## config.mk

```make
export PLATFORM = sky130hd
export DESIGN_NAME = parity_frame_rx
export DESIGN_NICKNAME = d
export VERILOG_FILES = /design/src/rtl/parity_frame_rx.sv
export SDC_FILE = /design/constraint.sdc
export NUM_CORES = 1
export LEC_CHECK = 0
export CAP_MARGIN = 20
export CORE_MARGIN = 5
export CORE_UTILIZATION = 35
export CTS_CLUSTER_SIZE = 14
export DETAILED_ROUTE_END_ITERATION = 8
export MAX_ROUTING_LAYER = met4
export PLACE_DENSITY = 0.66
export SYNTH_ARGS = -nofsm -noshare
export SYNTH_HDL_FRONTEND = slang
export SYNTH_SLANG_ARGS = --single-unit
```

## constraint.sdc

```tcl
create_clock -name clk -period 1.85 [get_ports clk]
set_input_delay 0.2775 -clock clk [delete_from_list [all_inputs] [get_ports clk]]
set_output_delay 0.2775 -clock clk [all_outputs]
set_load 0.1 [all_outputs]
```

## src/rtl/parity_frame_rx.sv

```systemverilog
// parity_frame_rx: deserialises start/data/parity/stop frames, checks parity and stop bit, counts errors
module parity_frame_rx #(
  parameter int DATA_W     = 16,
  parameter int PARITY_ODD = 0,
  parameter int CNT_W      = 8
) (
  input  logic              clk,
  input  logic              rst_n,
  input  logic              bit_en,
  input  logic              rx_bit,
  input  logic              clr_cnt,
  output logic [DATA_W-1:0] data_o,
  output logic              valid_o,
  output logic              par_err,
  output logic              frm_err,
  output logic              busy,
  output logic [CNT_W-1:0]  err_cnt
);
  localparam int IW = $clog2(DATA_W);
  localparam logic [1:0] IDLE = 2'd0, DATA = 2'd1, PARITY = 2'd2, STOP = 2'd3;
  logic [1:0]        state_q, state_d;
  logic [IW-1:0]     idx_q, idx_d;
  logic [DATA_W-1:0] shift_q, shift_d, data_q, data_d;
  logic              xor_q, xor_d, bad_q, bad_d, valid_q, valid_d;
  logic              par_q, par_d, frm_q, frm_d, err_hit;
  logic [CNT_W-1:0]  cnt_q, cnt_d;
  always_comb begin
    state_d = state_q;
    idx_d   = idx_q;
    shift_d = shift_q;
    xor_d   = xor_q;
    bad_d   = bad_q;
    data_d  = data_q;
    par_d   = par_q;
    frm_d   = frm_q;
    valid_d = 1'b0;
    if (bit_en) begin
      case (state_q)
        IDLE: if (!rx_bit) begin
          state_d = DATA;
          idx_d   = '0;
          xor_d   = 1'b0;
        end
        DATA: begin
          shift_d[idx_q] = rx_bit;
          xor_d          = xor_q ^ rx_bit;
          idx_d          = idx_q + IW'(1);
          state_d        = (idx_q == IW'(DATA_W - 1)) ? PARITY : DATA;
        end
        PARITY: begin
          bad_d   = rx_bit ^ xor_q ^ 1'(PARITY_ODD);
          state_d = STOP;
        end
        default: begin
          data_d  = shift_q;
          par_d   = bad_q;
          frm_d   = ~rx_bit;
          valid_d = 1'b1;
          state_d = IDLE;
        end
      endcase
    end
    err_hit = bit_en && state_q == STOP && (bad_q || !rx_bit);
    // clear has priority over a coincident error increment
    cnt_d = clr_cnt ? '0 : (err_hit && !(&cnt_q)) ? cnt_q + CNT_W'(1) : cnt_q;
  end
  always_ff @(posedge clk or negedge rst_n) begin
    if (!rst_n) begin
      state_q <= IDLE;
      idx_q   <= '0;
      shift_q <= '0;
      xor_q   <= 1'b0;
      bad_q   <= 1'b0;
      data_q  <= '0;
      valid_q <= 1'b0;
      par_q   <= 1'b0;
      frm_q   <= 1'b0;
      cnt_q   <= '0;
    end else begin
      state_q <= state_d;
      idx_q   <= idx_d;
      shift_q <= shift_d;
      xor_q   <= xor_d;
      bad_q   <= bad_d;
      data_q  <= data_d;
      valid_q <= valid_d;
      par_q   <= par_d;
      frm_q   <= frm_d;
      cnt_q   <= cnt_d;
    end
  end
  assign data_o  = data_q;
  assign valid_o = valid_q;
  assign par_err = par_q;
  assign frm_err = frm_q;
  assign busy    = state_q != IDLE;
  assign err_cnt = cnt_q;
endmodule

```

# Yosys cells after proc, flatten, opt, wreduce, memory -nomap -nowiden
# Index checks and enable logic that the tools add are counted.
[op_classes]
add_sub_neg = 2
n_lt_le_gt_ge = 2
eq_ne = 5
mux = 14
n_bitwise = 3
n_reduce_logical = 18
[ops]
columns = ["op", "count"]
rows = [
  ["16-bit bitwise mux", 1],
  ["8-bit two-way mux", 2],
  ["8-bit by 1-bit adder with 8-bit output (second input constant)", 1],
  ["4-bit case mux with 2 select lines", 1],
  ["2-bit AND reduction", 4],
  ["8-bit AND reduction", 1],
  ["2-bit case mux with 3 select lines", 1],
  ["2-bit nonzero test", 3],
  ["4-bit by 5-bit < comparator with 1-bit output (second input constant)", 1],
  ["4-bit by 1-bit adder with 4-bit output (second input constant)", 1],
  ["1-bit demux with 4-bit select", 1],
  ["2-bit == test (second input constant)", 2],
  ["4-bit == test (second input constant)", 1],
  ["4-bit by 1-bit >= comparator with 1-bit output (second input constant)", 1],
  ["1-bit logical AND", 4],
  ["1-bit two-way mux", 4],
  ["2-bit two-way mux", 2],
  ["4-bit two-way mux", 1],
  ["3-bit AND reduction", 1],
  ["3-bit OR reduction", 1],
  ["2-bit by 1-bit == test with 1-bit output (second input constant)", 1],
  ["1-bit zero test", 2],
  ["2-bit zero test", 1],
  ["2-bit != test (second input constant)", 1],
  ["4 further kinds", 5],
]
[totals]
regBits = 51
output_inout_bits = 28

# Depth between registers and ports, before layout
# Gate-level depths: netlist (run 1).
[depth]
depth_word = 6
depth_mapped = 7
mapped_depth_nobuf = 5

# Least setup slack after synthesis (run 1)
# Ideal clock, no wire load.
[synth_path]
kind = "flip-flop to flip-flop"
from = "reg cnt_q[0], in the netlist err_cnt[0]"
to = "reg cnt_q[5], in the netlist err_cnt[5]"
t_arrival_ps = 2122
required_time_ps = 1772
slack_ps = -350
path_stages_with_launch = 6
path_buffers = 0
synth_period_minus_slack_ps = 2200
cell_sequence = "dfrtp_1 ha_1 nand3_1 o21ai_1 or4_1 a21oi_1"
[synth_between]
elab_chain_len = 4
elab_cells_between_ends = 7
classes_between = "1 x add/sub; 2 x mux; 4 x reduce/logical"
[synth_rtl]
columns = ["element", "line", "source"]
rows = [
  ["start: declaration", "26", "logic [CNT_W-1:0] cnt_q, cnt_d;"],
  ["start signal: assignment", "89", "cnt_q <= cnt_d;"],
  ["branches (longest 4 deep; another with 8-bit by 1-bit adder with 8-bit output)", "-", ""],
]
# Parallel ways; which one is timed is not known. The select of a mux whose other input is x is not followed.
# A chain may end at the register's enable or synchronous reset.

# Worst setup path after layout (run 1)
# Same ends and word-level chain as after synthesis.

==> results of run 1 <==
-- per-layer routing --
layer / GRT usage / vias to the layer above / part of all wire / wire [um]
met5: - / - / 0 / 0
met4: 0.0367 / 0 / 0.012 / 51
met3: 0.0256 / 6 / 0.025 / 109
met2: 0.188 / 21 / 0.48 / 2120
met1: 0.158 / 775 / 0.48 / 2140
li1: - / 824 / - / -
-- Yosys cell counts, drive strengths merged --
master | count | area (um2)
a21oi | 6 | 30.0
a22o | 3 | 26.3
a31oi | 1 | 6.26
a32o | 1 | 10.0
and3 | 1 | 6.26
buf | 4 | 20.0
clkbuf | 6 | 22.5
clkinv | 1 | 5.00
dfrtp | 51 | 1280
ha | 5 | 62.6
inv | 5 | 18.8
mux2 | 16 | 180
mux2i | 3 | 30.0
nand2 | 78 | 293
nand2b | 1 | 6.26
nand3 | 6 | 35.0
nand3b | 1 | 7.51
nand4 | 2 | 33.8
nor2 | 5 | 18.8
nor2b | 1 | 6.26
nor3 | 1 | 10.0
nor3b | 2 | 25.0
o2111ai | 1 | 8.76
o211ai | 1 | 21.3
o21ai | 9 | 45.0
o31ai | 3 | 22.5
or2 | 1 | 6.26
or3 | 2 | 12.5
or4 | 3 | 22.5
xnor2 | 1 | 8.76
xor2 | 2 | 17.5
-- path summary, 6_finish.rpt --
kind,cells past startpoint,to,startpoint
max reg2reg,5,err_cnt[5]$_DFFE_PN0P_,err_cnt[0]$_DFFE_PN0P_
min in group asynchronous,3,data_o[8]$_DFFE_PN0P_,rst_n
min,2,data_o[8]$_DFFE_PN0P_,shift_q[8]$_DFFE_PN0P_
max in group asynchronous,3,err_cnt[1]$_DFFE_PN0P_,rst_n
min reg2reg,2,data_o[8]$_DFFE_PN0P_,shift_q[8]$_DFFE_PN0P_
max,5,err_cnt[5]$_DFFE_PN0P_,err_cnt[0]$_DFFE_PN0P_
-- power groups by stage --
stage	combinational (mW)	sequential [mW]	clock [mW]
3_3_place_gp	2.45	1.80	0
2_1_floorplan	0.794	2.91	0
6_report	2.45	1.79	0.701
4_1_cts	2.48	1.80	0.722
3_5_place_dp	2.47	1.82	0
5_1_grt	2.62	1.86	0.777
-- area by class of cell --
type,instances,area (um2)
fill,595,3460
inverter,6,23.8
sequential,51,1290
multi-input combinational,156,968
timing repair buffer,41,403
clock inverter,1,7.51
clock buffer,7,96.3
tap,77,96.3
-- registers in the layout, indices dropped and copies added (netlist names) --
| signal | cells |
|---|---|
| par_err | 1 |
| frm_err | 1 |
| state_q | 2 |
| err_cnt | 8 |
| xor_q | 1 |
| shift_q | 16 |
| idx_q | 4 |
| bad_q | 1 |
| data_o | 16 |
| valid_o | 1 |
-- per-stage QoR --
step	power, mW	utilization	setup slack, ps
floorplan	3.70	-	29.9
global placement	4.25	0.436	-0.0770
detailed placement	4.29	0.436	-15.8
CTS	5.00	0.454	77.4
global route	5.25	0.455	42.7
finish	4.94	0.455	118
-- critical path, delay by kind of cell (launching register included) --
kind	cells	cell delay, ps
compound gates	2	280
simple gates	2	650
flops	1	540
fa+ha+maj	1	190
-- kinds of logic (layout without fill, tap and decap cells) --
kind of cell	Yosys count	after routing	share of synthesized area
buffers and inverters	16	55	0.0289
xor gates and xnor gates	3	3	0.0115
DFF	51	51	0.556
adders and majority gates	5	5	0.0273
and+or+nand+nor	104	104	0.210
AOI/OAI and AO/OA	25	25	0.0742
muxes	19	19	0.0916
-- what timing repair did --
action,4_1_cts,5_1_grt
endpoints found under the hold margin,51,0
hold buffers,1,0
endpoints found under the setup margin,0,1
resized for setup,0,1
==> reports/results.txt, run 1 <==
Post-CTS Setup Bufs - 0
port buffer count - 32
worst slew pin tran - 529 ps
layout cells sized above 1 - 0.305
# Max-Cap Violations - 0
Synth Warn # - 0
Clock Pin Slew Worst Setup and Hold Paths - 90 ps
worst hold path class - flop to flop
DR WL/cell - 13.0 um
maximum clock rate - 577 MHz
status - complete, no violations
post-layout instance area - 0.00289 mm2
crit path cell chain - ha_4 -> nand3_1 -> o21ai_2 -> or4_1 -> a21oi_1
critical path data required time - 2070 ps
slowest cell on the critical path - dfrtp_4
Pint - 2.52 mW
CTS H-tree depth - 2
Synth Area per Inst - 10.3 um2
die width - 91.0 um
vias in the first global route - 1629
vias - 1626
GRT overflow - 0
IO Pins - 33
final hold vios - 0
Mapped Area - 0.00229 mm2
most frequent cells in the layout - 78 x nand2_1, 43 x dfrtp_1, 29 x buf_4, 16 x mux2_2, 8 x o21ai_0
CP endpoint kind - flop
slowest stage delay, CP - 540 ps
Post-DRT Antenna Nets - 0
Initial DRT Pass Iterations - 4
commonest non-fill, non-tap cell in the layout - nand2_1
Clock Skew - 3.73 ps
power share of the clock group - 0.142
crit path DAT - 1950 ps
site row count - 29
first-pass GRT wire length - 8110 um
Comb pwr share - 0.495
Sum Neg Setup Slack - 0 ps
placed instance area - 0.00277 mm2
DRT iter0 DRCs - 65
CTS buffer count - 5
Reg power frac - 0.363
DPL Wire Length - 3060 um
Switching Power - 2.43 mW
total wire length - 4420 um
crit path launch type - flop
relative max-transition margin - 0.643
critical path class - flop to flop
clock tree sinks - 51
largest net degree at the start of global routing - 52
initial antenna violation count - 0
unrepaired setup endpoints after global routing - no
DR vias/cell - 4.80
Fin Hold WS - 470 ps
Final Cycle Share - 0.936
die area - 0.00828 mm2
VDD IR max - 1.08 mV
Area Growth Syn to Fin - 25.8%
Initial Utilization - 0.361
diode count - 0
final net count - 271
Die Y - 91.0 um
clock root cell - clkbuf_8
core area - 0.00635 mm2
Final Slew Violations - 0
Power Dens Cells - 1710 mW/mm2
CTS tree - yes
drt drc - 0
count of final setup violators - 0
clk buf depth - 2
Tmin final - 1730 ps
clk_lat worst skew - 300 ps
synthesized flop and latch total - 51
leakage power - 1.38 nW
Placed Cells - 330
Switching Share - 0.491
syn nets - 233
gpl congestion - 0.780
largest fanout on the critical path - 6
non-filler instance count after layout - 339
synth unique cells - 36
total track usage - 0.120
flop-to-flop setup slack - 120 ps
Syn Inst Count - 223
sequential area share after synthesis - 0.556
Note: power is estimated with default switching activity, not from simulation.
==> run 2, diff against run 1 <==
- SKIP_LAST_GASP: not set -> 1
==> results of run 2 <==
The final DEF is identical to that of run 1; final timing and power are the same.
==> run 3, diff against run 2 <==
- clock period: 1.85 -> 1.9 ns (I/O delays scaled with it)
==> run 3 against run 2 <==
  * Utilization is 1.3 points lower
  * Critical path depth stayed put
  * Clock power is 8.3% higher
  * Cell count is the same
  * Die area unchanged
  * Highest routed layer unchanged
==> reports/results.txt, run 3 (same netlist as run 1, synthesis figures left out) <==
IO Pins - 33 (unchanged)
worst slew pin tran - 583 ps (was 529 ps)
slowest cell on the critical path - dfrtp_4 (unchanged)
relative max-transition margin - 0.608 (was 0.643)
Initial Utilization - 0.361 (unchanged)
vias - 1668 (was 1626)
CTS buffer count - 5 (unchanged)
crit path DAT - 1980 ps (was 1950 ps)
worst slack, placed - 12.4 ps (was -15.8 ps)
post-layout instance area - 0.00281 mm2 (was 0.00289 mm2)
fillers - 602 (was 595)
final net count - 271 (unchanged)
Switching Power - 2.37 mW (was 2.43 mW)
status - complete, no violations (unchanged)
first-pass GRT wire length - 7910 um (was 8110 um)
DR vias/cell - 4.92 (was 4.80)
drt drc - 0 (unchanged)
DRT iter0 DRCs - 84 (was 65)
maximum clock rate - 571 MHz (was 577 MHz)
Initial DRT Pass Iterations - 5 (was 4)
Comb pwr share - 0.488 (was 0.495)
DR WL/cell - 13.1 um (was 13.0 um)
critical path data required time - 2120 ps (was 2070 ps)
clock root cell - clkbuf_8 (unchanged)
clk_lat worst skew - 300 ps (about the same)
crit path launch type - flop (unchanged)
total wire length - 4440 um (was 4420 um)
unrepaired setup endpoints after global routing - no (unchanged)
vias in the first global route - 1665 (was 1629)
total track usage - 0.118 (was 0.120)
layout cells sized above 1 - 0.294 (was 0.305)
critical path class - flop to flop (unchanged)
DPL Wire Length - 3260 um (was 3060 um)
initial antenna violation count - 0 (unchanged)
PnR worst setup slack - 148 ps (was 118 ps)
Final Slew Violations - 0 (unchanged)
CP endpoint kind - flop (unchanged)
Power Dens Cells - 1740 mW/mm2 (was 1710 mW/mm2)
worst hold path class - input port to async pin (was flop to flop)
Final Util - 0.442 (was 0.455)
count of final setup violators - 0 (unchanged)
Switching Share - 0.486 (was 0.491)
largest net degree at the start of global routing - 26 (was 52)
Clock Pin Slew Worst Setup and Hold Paths - 100 ps (was 90 ps)
final hold vios - 0 (unchanged)
Die Y - 91.0 um (unchanged)
commonest non-fill, non-tap cell in the layout - nand2_1 (unchanged)
Tmin final - 1750 ps (was 1730 ps)
port buffer count - 32 (unchanged)
Tot Pwr - 4.87 mW (was 4.94 mW)
most frequent cells in the layout - 78 x nand2_1, 44 x dfrtp_1, 35 x buf_4, 16 x mux2_2, 8 x o21ai_0 (was 78 x nand2_1, 43 x dfrtp_1, 29 x buf_4, 16 x mux2_2, 8 x o21ai_0)
Post-DRT Antenna Nets - 0 (unchanged)
die area - 0.00828 mm2 (unchanged)
Pint - 2.51 mW (was 2.52 mW)
VDD IR max - 0.921 mV (was 1.08 mV)
CTS H-tree depth - 2 (unchanged)
leakage power - 1.37 nW (was 1.38 nW)
Sum Neg Setup Slack - 0 ps (unchanged)
placed instance area - 0.00268 mm2 (was 0.00277 mm2)
diode count - 0 (unchanged)
slowest stage delay, CP - 510 ps (was 540 ps)
Final Cycle Share - 0.922 (was 0.936)
# Max-Cap Violations - 0 (unchanged)
Area Growth Syn to Fin - 22.3% (was 25.8%)
largest fanout on the critical path - 6 (unchanged)
clock tree sinks - 51 (unchanged)
crit path cell chain - ha_1 -> nand3_2 -> o21ai_1 -> or4_1 -> a21oi_1 (was ha_4 -> nand3_1 -> o21ai_2 -> or4_1 -> a21oi_1)
site row count - 29 (unchanged)
Reg power frac - 0.356 (was 0.363)
power share of the clock group - 0.156 (was 0.142)
Post-CTS Setup Bufs - 0 (unchanged)
GRT overflow - 0 (unchanged)
core area - 0.00635 mm2 (unchanged)
clk buf depth - 2 (unchanged)
die width - 91.0 um (unchanged)
gpl congestion - 0.762 (was 0.780)
Clock Skew - 12.0 ps (was 3.73 ps)
CTS tree - yes (unchanged)
-- run 3: metal layers --
metal	vias up	track usage	wire length, um
met5	-	-	0
li1	825	-	-
met4	0	0.0367	61
met3	5	0.0273	199
met1	810	0.145	1980
met2	28	0.194	2200
-- run 3: worst paths after layout --
| check | from | to | slack, ps | cells past startpoint |
|---|---|---|---|---|
| max | err_cnt[0]$_DFFE_PN0P_ | err_cnt[5]$_DFFE_PN0P_ | 150 | 5 |
| min | rst_n | shift_q[10]$_DFFE_PN0P_ | 380 | 2 |
| max reg2reg | err_cnt[0]$_DFFE_PN0P_ | err_cnt[5]$_DFFE_PN0P_ | 150 | 5 |
| min reg2reg | shift_q[2]$_DFFE_PN0P_ | data_o[2]$_DFFE_PN0P_ | 470 | 2 |
| max in group asynchronous | rst_n | shift_q[3]$_DFFE_PN0P_ | 920 | 3 |
| min in group clk | shift_q[2]$_DFFE_PN0P_ | data_o[2]$_DFFE_PN0P_ | 470 | 2 |
-- run 3: power by group through the flow --
stage          Sequential [mW]  Clock, mW  Combinational [mW]
3_3_place_gp              1.76          0                2.37
5_1_grt                   1.80      0.839                2.53
4_1_cts                   1.74      0.788                2.40
2_1_floorplan             2.83          0               0.773
6_report                  1.74      0.759                2.38
3_5_place_dp              1.77          0                2.40
-- run 3: metrics by stage --
step	hold slack (ps)	instances
floorplan	-10.6	223
global placement	175	330
detailed placement	182	330
CTS	382	339
global route	387	339
finish	380	339
-- run 3: layout make-up --
| class | instances | area [um2] | area share |
|---|---|---|---|
| sequential | 51 | 1290 | 0.460 |
| inverter | 6 | 23.8 | 0.00847 |
| timing repair buffer | 41 | 328 | 0.117 |
| tap | 77 | 96.3 | 0.0343 |
| clock inverter | 2 | 38.8 | 0.0138 |
| multi-input combinational | 156 | 957 | 0.341 |
| clock buffer | 6 | 72.6 | 0.0259 |
-- run 3: worst max-delay path: cells and delay by family, from the launching register on --
family,cells,cell delay (ps)
AO/OA/AOI/OAI,2,290
flip-flops,1,510
adder cells (fa/ha/maj),1,260
AND/OR/NAND/NOR,2,620
-- run 3: timing repair --
item                                   CTS  global route
setup endpoints to repair                0             1
hold buffers                             1             0
endpoints found under the hold margin   10             0
gates resized for setup                  0             1
==> RTL edit 1: new RTL, flow settings as in run 1 <==
Set the parameter `PARITY_ODD` to 1 (it was 0).
--- a/src/rtl/parity_frame_rx.sv
+++ b/src/rtl/parity_frame_rx.sv
@@ -2,5 +2,5 @@
 module parity_frame_rx #(
   parameter int DATA_W     = 16,
-  parameter int PARITY_ODD = 0,
+  parameter int PARITY_ODD = 1,
   parameter int CNT_W      = 8
 ) (
Check against the original RTL: no difference found for any inputs over 10 cycles, from zero or initial values and one cycle with rst_n low; that may be too few to reach the edited logic, so the function may still have changed.
==> RTL edit 1 against run 1 <==
Sequential cell count did not move; cell area fell by 0.39%; worst setup slack improved by 23 ps; total power fell by 4.1%; critical path depth did not move; core utilization fell by 0.18 points; synthesized area barely moved; wire length rose by 8.0%; clock skew rose by 2.2 ps; critical path type unchanged; largest cell class unchanged.
==> RTL edit 1: results (changes against run 1) <==
Critical path
  – Data arrival, critical path: 1930 ps (-20 ps)
  – Reg2reg end: err_cnt[6]

Hold path
  – Worst Hold Class: in -> async

STA
  – Worst-case clock skew: 5.90 ps (+2.17 ps)
  – Worst relative slew slack: 58.7% (-5.6 points)

Power and ir drop
  – Peak VDD IR: 0.864 mV (-20%)
  – Leak: 1.39 nW (+0.46%)
  – Cell internal pwr: 2.53 mW (+0.42%)

Placement
  – Placed Cells: 331 (+0.30%)
  – Pre-CTS setup slack: -26.6 ps (-10.9 ps)
  – Placed Area: 0.00276 mm^2 (-0.50%)

Synthesis
  – Xor-xnor portion of the synthesized cell area: 1.14% (about the same)
  – Post-synthesis compound-gate area fraction: 7.63% (+0.21 points)
  – Post-synthesis mux area share: 9.16% (about the same)
  – Synthesized area per cell: 10.3 um^2 (about the same)
  – Synth cell count leaders: nand2_1, dfrtp_1, mux2_2

Detailed routing
  – WL met3: 140 um (+28%)
  – Drt via density: 4.84 (+0.93%)
  – Metal-1 WL: 2.35 mm (+9.7%)
  – Final WL: 4.77 mm (+8.0%)
  – WL met2: 2.21 mm (+4.3%)

Layout
  – Final net count: 272 (+0.37%)
  – Filler Cell Count: 592 (-0.50%)

GRT
  – First-pass GRT wire length: 8.25 mm (+1.6%)
  – Vias in the first global route: 1672 (+2.6%)
  – GR Layer Usage met1: 16.2% (+0.35 points)
  – Maximum number of pins on one net before global-route repair: 23 (-56%)
  – GRT Total Usage: 12.5% (+0.47 points)
  – GRT met3 Usage: 2.81% (+0.25 points)

Run status
  – Outcome: finished clean
RTL edit 1: cell types whose count changed after synthesis, sizes merged:
cell,change
nor2,-1
nand3,-1
nand3b,+1
a21oi,-1
o21ai,+2
clkbuf,+1
xor2,+1
buf,-1
xnor2,-1
RTL edit 1: timing repair:
action                                  in CTS  in global routing
gates resized for setup                      0                  1
endpoints found under the hold margin       20                  0
endpoints found under the setup margin       0                  2
setup buffers                                0                  0
hold buffers                                 1                  0
RTL edit 1: power by group through the flow:
stage,sequential [mW],combinational (mW),clock (mW)
2_1_floorplan,2.67,0.792,0
3_3_place_gp,1.78,2.19,0
3_5_place_dp,1.80,2.22,0
4_1_cts,1.78,2.23,0.774
5_1_grt,1.83,2.35,0.824
6_report,1.77,2.21,0.761
RTL edit 1: final cells by class:
class / count / area (um^2) / share of cell area [%]
clock inverter: 1 / 30.0 / 1.04
inverter: 6 / 23.8 / 0.827
multi-input combinational: 156 / 972 / 33.8
timing repair buffer: 42 / 385 / 13.4
tap: 77 / 96.3 / 3.35
sequential: 51 / 1290 / 44.9
clock buffer: 7 / 76.3 / 2.65
RTL edit 1: how the worst max path moves through the flow:
stage / end / depth (start not counted) / slack, ps / from
detailed placement: shift_q[13] / 5 / -30 / bit_en
global placement: shift_q[7] / 5 / -5 / bit_en
CTS: err_cnt[7] / 5 / 90 / err_cnt[0]
finish: err_cnt[6] / 5 / 140 / err_cnt[0]
floorplan: err_cnt[5] / 5 / 30 / err_cnt[0]
global route: err_cnt[6] / 5 / 50 / err_cnt[0]
RTL edit 1: critical path, stage by stage (launching register included):
cell and delay [ps]:
dfrtp_4 540, ha_4 190, nand3_1 180, o211ai_4 140
or4_1 420, a21oi_1 160
==> RTL edit 2: new RTL, config.mk and constraints of run 1 <==
Made on the original files. Take the reset off `shift_q` and load it in a clocked block of its own.
--- a/src/rtl/parity_frame_rx.sv
+++ b/src/rtl/parity_frame_rx.sv
@@ -69,5 +69,4 @@
       state_q <= IDLE;
       idx_q   <= '0;
-      shift_q <= '0;
       xor_q   <= 1'b0;
       bad_q   <= 1'b0;
@@ -80,5 +79,4 @@
       state_q <= state_d;
       idx_q   <= idx_d;
-      shift_q <= shift_d;
       xor_q   <= xor_d;
       bad_q   <= bad_d;
@@ -90,4 +88,8 @@
     end
   end
+
+  always_ff @(posedge clk) begin
+    shift_q <= shift_d;
+  end
   assign data_o  = data_q;
   assign valid_o = valid_q;
Formal check against the unedited RTL: no difference found for any inputs over 10 cycles, from zero or initial values and one cycle with rst_n low; that may be too few to reach the edited logic, so the function may still have changed.
==> RTL edit 2 against run 1 <==
Non-clock buffer count decreased by 1; sequential cell count unchanged; cell area decreased by 4.0%; synthesized area decreased by 4.7%; count of clock-buffer cells in the layout decreased by 2; die area decreased by 4.2%; worst setup slack got worse by 8.6 ps; wire length decreased by 4.5%; critical path type unchanged; critical endpoint is now err_cnt[7]; largest cell class unchanged.
Power is left out: the tool's default activity adds up to more than one toggle a clock period on the data nets, which glitch-free logic cannot reach.
==> RTL edit 2: results (changes against run 1) <==
GRT
  – GRT Total Usage: 12.3% (+0.21 points)
  – Vias in the first global route: 1551 (-4.8%)
  – GRT met3 Usage: 2.86% (+0.30 points)
  – Maximum number of pins on one net before global-route repair: 22 (-58%)
  – First-pass GRT wire length: 7.41 mm (-8.7%)
  – GR Layer Usage met1: 16.2% (+0.36 points)
  – Met2 usage: 19.3% (+0.55 points)

Clocking
  – H-tree levels: 2 (unchanged)
  – PostCTS Resize Cnt: 0 (unchanged)

Synthesis
  – Synth area leaders: dfrtp_1, edfxtp_1, nand2_1, ha_1, nor2_1
  – Synth cell count leaders: nand2_1, dfrtp_1, edfxtp_1, nor2_1, o21ai_0
  – Post-synthesis compound-gate area fraction: 8.07% (+0.66 points)
  – Post-synthesis cell type count: 34 (-5.6%)
  – Synth Warn #: 0 (unchanged)
  – Post-synthesis adder-cell area fraction: 2.86% (+0.14 points)
  – Post-Syn Nets: 219 (-6.0%)
  – Cells after Synth: 209 (-6.3%)
  – Xor-xnor portion of the synthesized cell area: 1.20% (+0.057 points)
  – FFs w/ async S/R, synth: 68.6% (-31 points)
  – Seq/Total Area, Yosys: 62.0% (+6.4 points)
  – Post-synth EDFFs: 16 (+16)
  – Post-synthesis mux area share: 0.916% (-8.2 points)

Critical path
  – Crit Path Category: reg -> reg
  – Reg2reg end: err_cnt[7]

STA
  – Min Hold Slack: 314 ps (-156 ps)
  – Worst relative slew slack: 74.2% (+9.8 points)
  – Worst Slack Setup Final: 109 ps (-8.57 ps)
  – Worst-case clock skew: 7.56 ps (+3.83 ps)

Layout
  – Share of layout cells above drive strength 1: 24.2% (-6.3 points)
  – Final net count: 257 (-5.2%)

Detailed routing
  – Vias: 1530 (-5.9%)
  – Drt wl/cell: 13.1 um (+0.23%)
  – WL met2: 1.99 mm (-6.0%)
  – Top routing layer in use: met4
  – Metal-1 WL: 2.00 mm (-6.4%)
  – Final WL: 4.22 mm (-4.5%)
  – Iteration-0 DRC Markers: 61 (-6.2%)
  – WL met3: 185 um (+70%)

Placement
  – Placed Area: 0.00266 mm^2 (-4.1%)
  – Pre-CTS setup slack: -8.09 ps (+7.68 ps)
  – RePlAce Congestion: 0.803 (+2.9%)
  – Detailed Place HPWL: 3.10 mm (+1.5%)

Hold path
  – Worst Hold Class: in -> async

Run status
  – Outcome: finished clean
[RTL edit 2: cell count changes in the layout (fill, tap and decap cells not counted), sizes merged, moves of 2 or more]
cell	run 1	this run
clkbuf	7	5
clkinv	1	3
dfrtp	51	35
edfxtp	0	16
mux2	16	0
nand2	78	66
nand2b	1	3
nor2	5	16
nor3	1	4
nor3b	2	0
[RTL edit 2: worst max-delay path: stages, from the launching register on]
cell,delay (ps)
dfrtp_4,540
ha_4,190
nand3_1,180
o21ai_2,120
or4_1,470
a21oi_1,160
[RTL edit 2: area by class of cell]
| cell class | count | area (um^2) |
|---|---|---|
| Clock buffer | 5 | 68.8 |
| Clock inverter | 3 | 43.8 |
| Fill cell | 560 | 3220 |
| Inverter | 6 | 23.8 |
| Multi-Input combinational cell | 143 | 785 |
| Sequential cell | 51 | 1370 |
| Tap cell | 75 | 93.8 |
| Timing Repair Buffer | 40 | 385 |
